### src/rtl/pipe_mult_pkg.sv
// Shared width helpers for the pipelined shift-add multiplier.
// Stage records are built from these so every module agrees on layout.
package pipe_mult_pkg;

    function automatic int chunkWidth(input int widthB, input int stages);
        return widthB / stages;
    endfunction

    function automatic int resultWidth(input int widthA, input int widthB);
        return widthA + widthB;
    endfunction

    // Flat width of the stage record {valid, neg, aMag, bRem, psum}.
    function automatic int stageRecWidth(input int widthA, input int widthB);
        return 2 + widthA + widthB + resultWidth(widthA, widthB);
    endfunction

endpackage

### src/rtl/pipe_mult_stage.sv
// One shift-add stage: adds aMag * (low chunk of bRem) at this stage's weight
// into the running sum and registers the whole record.
module pipe_mult_stage
    import pipe_mult_pkg::*;
#(
    parameter int WIDTH_A = 4,
    parameter int WIDTH_B = 4,
    parameter int STAGES  = 4,
    parameter int IDX     = 0
) (
    input  logic                                      clk,
    input  logic                                      rst,
    input  logic                                      i_en,
    input  logic [stageRecWidth(WIDTH_A, WIDTH_B)-1:0] i_rec,
    output logic [stageRecWidth(WIDTH_A, WIDTH_B)-1:0] o_rec
);

    localparam int CHUNK = chunkWidth(WIDTH_B, STAGES);
    localparam int RW    = resultWidth(WIDTH_A, WIDTH_B);

    typedef struct packed {
        logic               valid;
        logic               neg;
        logic [WIDTH_A-1:0] aMag;
        logic [WIDTH_B-1:0] bRem;
        logic [RW-1:0]      psum;
    } stageRec_t;

    stageRec_t       w_in;
    stageRec_t       r_rec;
    logic [RW-1:0]   w_prod;
    logic [RW-1:0]   w_sum;

    assign w_in   = i_rec;
    assign w_prod = RW'(w_in.aMag) * RW'(w_in.bRem[CHUNK-1:0]);
    assign w_sum  = w_in.psum + (w_prod << (IDX * CHUNK));

    // Payload only moves with a valid slot, so bubbles leave the last sum untouched.
    always_ff @(posedge clk) begin
        if (rst) begin
            r_rec <= '0;
        end else if (i_en) begin
            r_rec.valid <= w_in.valid;
            if (w_in.valid) begin
                r_rec.neg  <= w_in.neg;
                r_rec.aMag <= w_in.aMag;
                r_rec.bRem <= w_in.bRem >> CHUNK;
                r_rec.psum <= w_sum;
            end
        end
    end

    assign o_rec = r_rec;

endmodule

### src/rtl/pipe_mult.sv
// Fully pipelined signed/unsigned multiplier with valid/ready on both sides.
// Sign handling wraps a chain of unsigned shift-add stages; stall is global.
module pipe_mult
    import pipe_mult_pkg::*;
#(
    parameter int WIDTH_A = 4,
    parameter int WIDTH_B = 4,
    parameter int STAGES  = 4
) (
    input  logic                                    clk,
    input  logic                                    rst,
    input  logic                                    in_valid,
    output logic                                    in_ready,
    input  logic                                    in_signed,
    input  logic [WIDTH_A-1:0]                      data_a,
    input  logic [WIDTH_B-1:0]                      data_b,
    output logic                                    out_valid,
    input  logic                                    out_ready,
    output logic [resultWidth(WIDTH_A, WIDTH_B)-1:0] result
);

    localparam int RW    = resultWidth(WIDTH_A, WIDTH_B);
    localparam int REC_W = stageRecWidth(WIDTH_A, WIDTH_B);

    typedef struct packed {
        logic               valid;
        logic               neg;
        logic [WIDTH_A-1:0] aMag;
        logic [WIDTH_B-1:0] bRem;
        logic [RW-1:0]      psum;
    } stageRec_t;

    stageRec_t        w_front;
    stageRec_t        w_last;
    logic             w_signA;
    logic             w_signB;
    logic             w_stall;
    logic             w_en;
    logic             w_unused;
    logic [REC_W-1:0] w_rec [0:STAGES];

    // Magnitudes keep the most-negative value exact since it fits as unsigned.
    always_comb begin
        w_signA       = in_signed & data_a[WIDTH_A-1];
        w_signB       = in_signed & data_b[WIDTH_B-1];
        w_front       = '0;
        w_front.valid = in_valid & in_ready;
        w_front.neg   = w_signA ^ w_signB;
        w_front.aMag  = w_signA ? -data_a : data_a;
        w_front.bRem  = w_signB ? -data_b : data_b;
    end

    assign w_rec[0] = w_front;

    for (genvar i = 0; i < STAGES; i++) begin : gStage
        pipe_mult_stage #(
            .WIDTH_A (WIDTH_A),
            .WIDTH_B (WIDTH_B),
            .STAGES  (STAGES),
            .IDX     (i)
        ) uStage (
            .clk   (clk),
            .rst   (rst),
            .i_en  (w_en),
            .i_rec (w_rec[i]),
            .o_rec (w_rec[i+1])
        );
    end

    assign w_last    = w_rec[STAGES];
    assign w_stall   = w_last.valid & ~out_ready;
    assign w_en      = ~w_stall;
    assign in_ready  = ~w_stall;
    assign out_valid = w_last.valid;
    assign result    = w_last.neg ? -w_last.psum : w_last.psum;

    // The last stage's operand fields have no consumer.
    assign w_unused = ^{w_last.aMag, w_last.bRem};

endmodule

### config.mk
export PLATFORM = sky130hd
export DESIGN_NAME = pipe_mult
export DESIGN_NICKNAME = d
export VERILOG_FILES = /design/src/rtl/pipe_mult_pkg.sv /design/src/rtl/pipe_mult_stage.sv /design/src/rtl/pipe_mult.sv
export SDC_FILE = /design/constraint.sdc
export NUM_CORES = 1
export LEC_CHECK = 0
export CORE_MARGIN = 2
export CORE_UTILIZATION = 50
export CTS_BUF_LIST = sky130_fd_sc_hd__clkbuf_2 sky130_fd_sc_hd__clkbuf_4 sky130_fd_sc_hd__clkbuf_8
export CTS_CLUSTER_DIAMETER = 120
export DETAILED_ROUTE_END_ITERATION = 6
export PLACE_DENSITY_LB_ADDON = 0.1
export SLEW_MARGIN = 15
export SYNTH_ARGS = -nofsm -noshare
export SYNTH_HDL_FRONTEND = slang
export SYNTH_HIERARCHICAL = 1
export SYNTH_SLANG_ARGS = --single-unit
### constraint.sdc
create_clock -name clk -period 3.45 [get_ports clk]
set_input_delay 0.345 -clock clk [delete_from_list [all_inputs] [get_ports clk]]
set_output_delay 0.345 -clock clk [all_outputs]
set_load 0.02 [all_outputs]
# --- Word-level counts from Yosys, hierarchy flattened ---
# Index checks and enable logic that the tools add are counted.
word_totals:
  ff_bits: 55
op_classes:
  mux: 3
  reduce_logical: 4
  mul: 4
  bitwise: 7
  n_addsub: 6
op_table:
  columns: ["operator", "n"]
  rows:
  - ["multiplier 4 x 1 -> 5 bit", 4]
  - ["adder 8 x 7 -> 8 bit", 1]
  - ["adder 8 bit", 1]
  - ["two-way mux 4 bit", 2]
  - ["two-way mux 8 bit", 1]
  - ["negator 4 bit", 2]
  - ["negator 8 bit", 1]
  - ["AND reduction 2 bit", 4]
  - ["adder 5 x 6 -> 7 bit", 1]
  - ["bitwise AND 1 bit", 4]
  - ["inverter 1 bit", 2]
  - ["bitwise XOR 1 bit", 1]

# --- Longest topological paths before layout ---
logic_depth:
  ltp_word: 5
  mapped_depth: 10
  depth_no_buf: 10

# --- Hierarchy ---
# The synthesis kept the hierarchy.
modules_own_cells:
  columns: ["mod", "area_each_um2", "cells_each", "seq_area_each_um2", "instances"]
  rows:
  - ["pipe_mult_stage at gStage[3].uStage", 875.8, 98, 340.3, 1]
  - ["pipe_mult_stage at gStage[1].uStage", 855.8, 106, 340.3, 1]
  - ["pipe_mult_stage at gStage[0].uStage", 847.1, 105, 340.3, 1]
  - ["pipe_mult_stage at gStage[2].uStage", 820.8, 98, 340.3, 1]
  - ["pipe_mult", 317.8, 43, 0.0, 1]

# --- Worst setup path before layout ---
# No wires, ideal clock.
synth_timing:
  path_kind: "register to register"
  startpoint: "register gStage[3].uStage.r_rec, in the netlist gStage[3].uStage/o_rec[17]"
  endpoint: "register gStage[0].uStage/o_rec[6] (netlist name)"
  setup_time_ns: 0.086
  required_time_ns: 3.364
  path_stages_with_launch: 7
  slack_ns: 1.579
  t_arrival_ns: 1.786
  path_cell_list: "dfxtp_1 nand2b_1 and2_1 and2_1 clkbuf_1 buf_2 a211oi_1"
synth_rtl:
  columns: ["element", "line", "text"]
  rows:
  - ["start, declared", "pipe_mult_stage.sv:30", "stageRec_t r_rec;"]

# --- Worst setup path in the final report ---
layout_timing:
  startpoint: "input port out_ready"
  endpoint: "output port in_ready"
layout_via:
  elab_chain_cells: 3
layout_lines:
  columns: ["element", "line", "text"]
  rows:
  - ["start, declared", "pipe_mult.sv:18", "input logic out_ready,"]
  - ["inverter 1 bit", "pipe_mult.sv:71", "assign w_stall = w_last.valid & ~out_ready;"]
  - ["bitwise AND 1 bit", "pipe_mult.sv:71", null]
  - ["inverter 1 bit (no line)", null, null]
  - ["end, declared", "pipe_mult.sv:13", "output logic in_ready,"]
# Every way passes these cells.

==> metrics.md <==
| Metric | Value |
|---|---|
| Core Util, Final | roughly three fifths |
| Setup WS pre-CTS | 938 ps |
| Period utilisation layout | between 70% and 80% |
| Post-CTS Repair Setup Buffers | 0 |
| Area growth syn-to-layout | 14.1% |
| CORE AREA | about 0.0064 mm² |
| CTS tree | built |
| Pwr Density | a little under 400 mW/mm² |
| Rows | 29 |
| Synthesized instance count | roughly 400 |
| Grt ovf | 0 |
| Synth warn | 6 |
| Slew Limit Fails | 0 |
| Final net count | around 470 |
| Clk root buf | clkbuf_8 |
| Final TNS setup | 0 ps |
| Antenna violations before repair | 0 |
| Slowest stage cell on the critical path | clkdlybuf4s50_1 |
| Multi-input gate area in the final layout | a little over 0.002 mm² |
| Slew @ Worst Pin | about 700 ps |
| Clk_lat worst skew | approximately 330 ps |
| Power share of the clock group | a little over two fifths |
| CP Capture Type | primary output |
| WP data required | between 3000 and 4000 ps |
| CTS Hold Bufs | 0 |
| I/O pins | 23 |
| Placer Congestion | around 0.85 |
| Vias per cell | ~5.3 |
| N_diodes | 0 |
| Layout cells sized above 1 | under 10% |
| CP Max Fanout | 19 |
| Most frequent CP cell | clkdlybuf4s50_1 |
| Syn Std Cell Area | about 0.0033 mm² |
| Die X | roughly 85 µm |
| Flop pwr share | a little under half |
| Antenna Violating Nets Remaining | 0 |
| DRT Wirelength | approximately 6300 µm |
| Max Cap Violations | 0 |
| Reg clk slew, reported paths | roughly 70 ps |
| CTS sink cnt | 58 |
| Min cycle time layout | 2420 ps |
| Reg area | approximately 0.0012 mm² |
| CTS max path bufs | 2 |
| CTS resizes | 0 |
| Internal power | 1.13 mW |
| Layout Cells excl Fill | 515 |
| Inst Count DP | around 500 |
| Initial DRC count | 80 |
| Max incr delay on CP | roughly 730 ps |
| Sw frac | ~25% |
| Critical Path Source Type | input pin |
| Worst hold path class | reg -> reg |
| Switch Pwr | ~370 µW |
| Die Area | about 0.0073 mm² |
| Worst VDD drop | 0.000314 V |
| CP Data Arrival Time | 2070 ps |
| Total track usage | 18.7% |
| Worst Clk Skew | around 3.1 ps |
| Largest net degree at the start of global routing | 42 |
| First-pass GRT wire length | between 10,000 and 15,000 µm |
| Leakage | between 1 and 1.5 nW |
| Drc violations | 0 |
| F_max | roughly 410 MHz |
| Setup ws final | 1030 ps |
| # setup viols final | 0 |
| TritonCTS Buffers | 9 |
| Die Span Y | approximately 85 µm |
| DP Wirelength | about 4700 µm |
| Critical path class | in -> out |
| PortBufs | 22 |
| Synthesized area per cell | slightly above 8 µm² |
| Wirelength per Cell | around 12 µm |
| Largest register FFs | between 50 and 60 |
| Starting Density | 51.9% |
| Slew HR | a little over half |
| First drt pass iteration count | 4 |
| DR vias | 2,740 |
| Comb power frac | 10.2% |
| RSZ-0062 raised after global routing | false |
| FILL cells | approximately 600 |
| Vias in the first global route | roughly 2,600 |
| Final Hold Violating Endpoints | 0 |
| Status | completed |
| # H-tree levels | 3 |
| Crit-path cells | clkdlybuf4s50_1 > nand2b_1 > clkdlybuf4s50_1 |
-- stage by stage --
step | power, mW | hold WS (ps) | instance area (µm²)
2_1_floorplan | 0.842 | 414 | 3380
3_3_place_gp | 0.876 | 440 | 3580
3_5_place_dp | 0.879 | 444 | 3580
4_1_cts | 1.52 | 453 | 3780
5_1_grt | 1.58 | 473 | 3780
6_report | 1.50 | 452 | 3780
-- layout by cell type, fill, tap and decap left out, types with 5 or more instances in the layout --
| master | n |
|---|---|
| a21oi_1 | 41 |
| nor2_1 | 21 |
| nand3_1 | 14 |
| nand2_1 | 76 |
| and2_1 | 21 |
| nand2_2 | 6 |
| a211oi_1 | 9 |
| dfxtp_1 | 58 |
| ha_1 | 19 |
| xnor2_1 | 7 |
| conb_1 | 17 |
| inv_1 | 18 |
| nand3b_1 | 5 |
| nand2b_1 | 11 |
| o21ai_0 | 5 |
| clkbuf_8 | 11 |
| or3_1 | 5 |
| clkdlybuf4s50_1 | 21 |
-- final cells by class --
type / count / area share [%]
well taps: 77 / 2.55
clock inverters: 5 / 1.39
repair buffers: 23 / 5.89
clock buffers: 11 / 4.00
inverters: 18 / 1.79
multi-input cells: 323 / 53.7
flip-flops and latches: 58 / 30.7
-- layer usage --
| metal | routed length (µm) | share of wire [%] | GRT usage, % |
|---|---|---|---|
| met3 | 135 | 2.2 | 3.31 |
| met1 | 2820 | 45 | 20.9 |
| met5 | 0 | 0 | 0 |
| met2 | 3170 | 51 | 33.2 |
| met4 | 124 | 2.0 | 10.4 |
-- worst paths after layout --
check	to	depth (start not counted)	startpoint	slack [ps]
setup reg to reg	gStage[0].uStage/o_rec[7]	5	gStage[3].uStage/o_rec[17]	1470
hold / removal	gStage[3].uStage/o_rec[2]	2	gStage[2].uStage/o_rec[2]	450
hold reg to reg	gStage[3].uStage/o_rec[2]	2	gStage[2].uStage/o_rec[2]	450
setup / recovery	in_ready	3	out_ready	1030
-- power groups by stage --
stage                     Sequential (mW)  Clock [mW]  Combinational (mW)
after floorplan                     0.723           0               0.119
after global placement              0.728           0               0.148
after detailed placement            0.728           0               0.151
after CTS                           0.713       0.650               0.152
after global routing                0.717       0.684               0.175
final                               0.713       0.633               0.152
-- worst max-delay path, delay by kind of cell --
kind                   cells  cell delay, ps
buffers and inverters      2            1180
and+or+nand+nor            1             540
No activity file was read; power rests on OpenSTA's default activity.
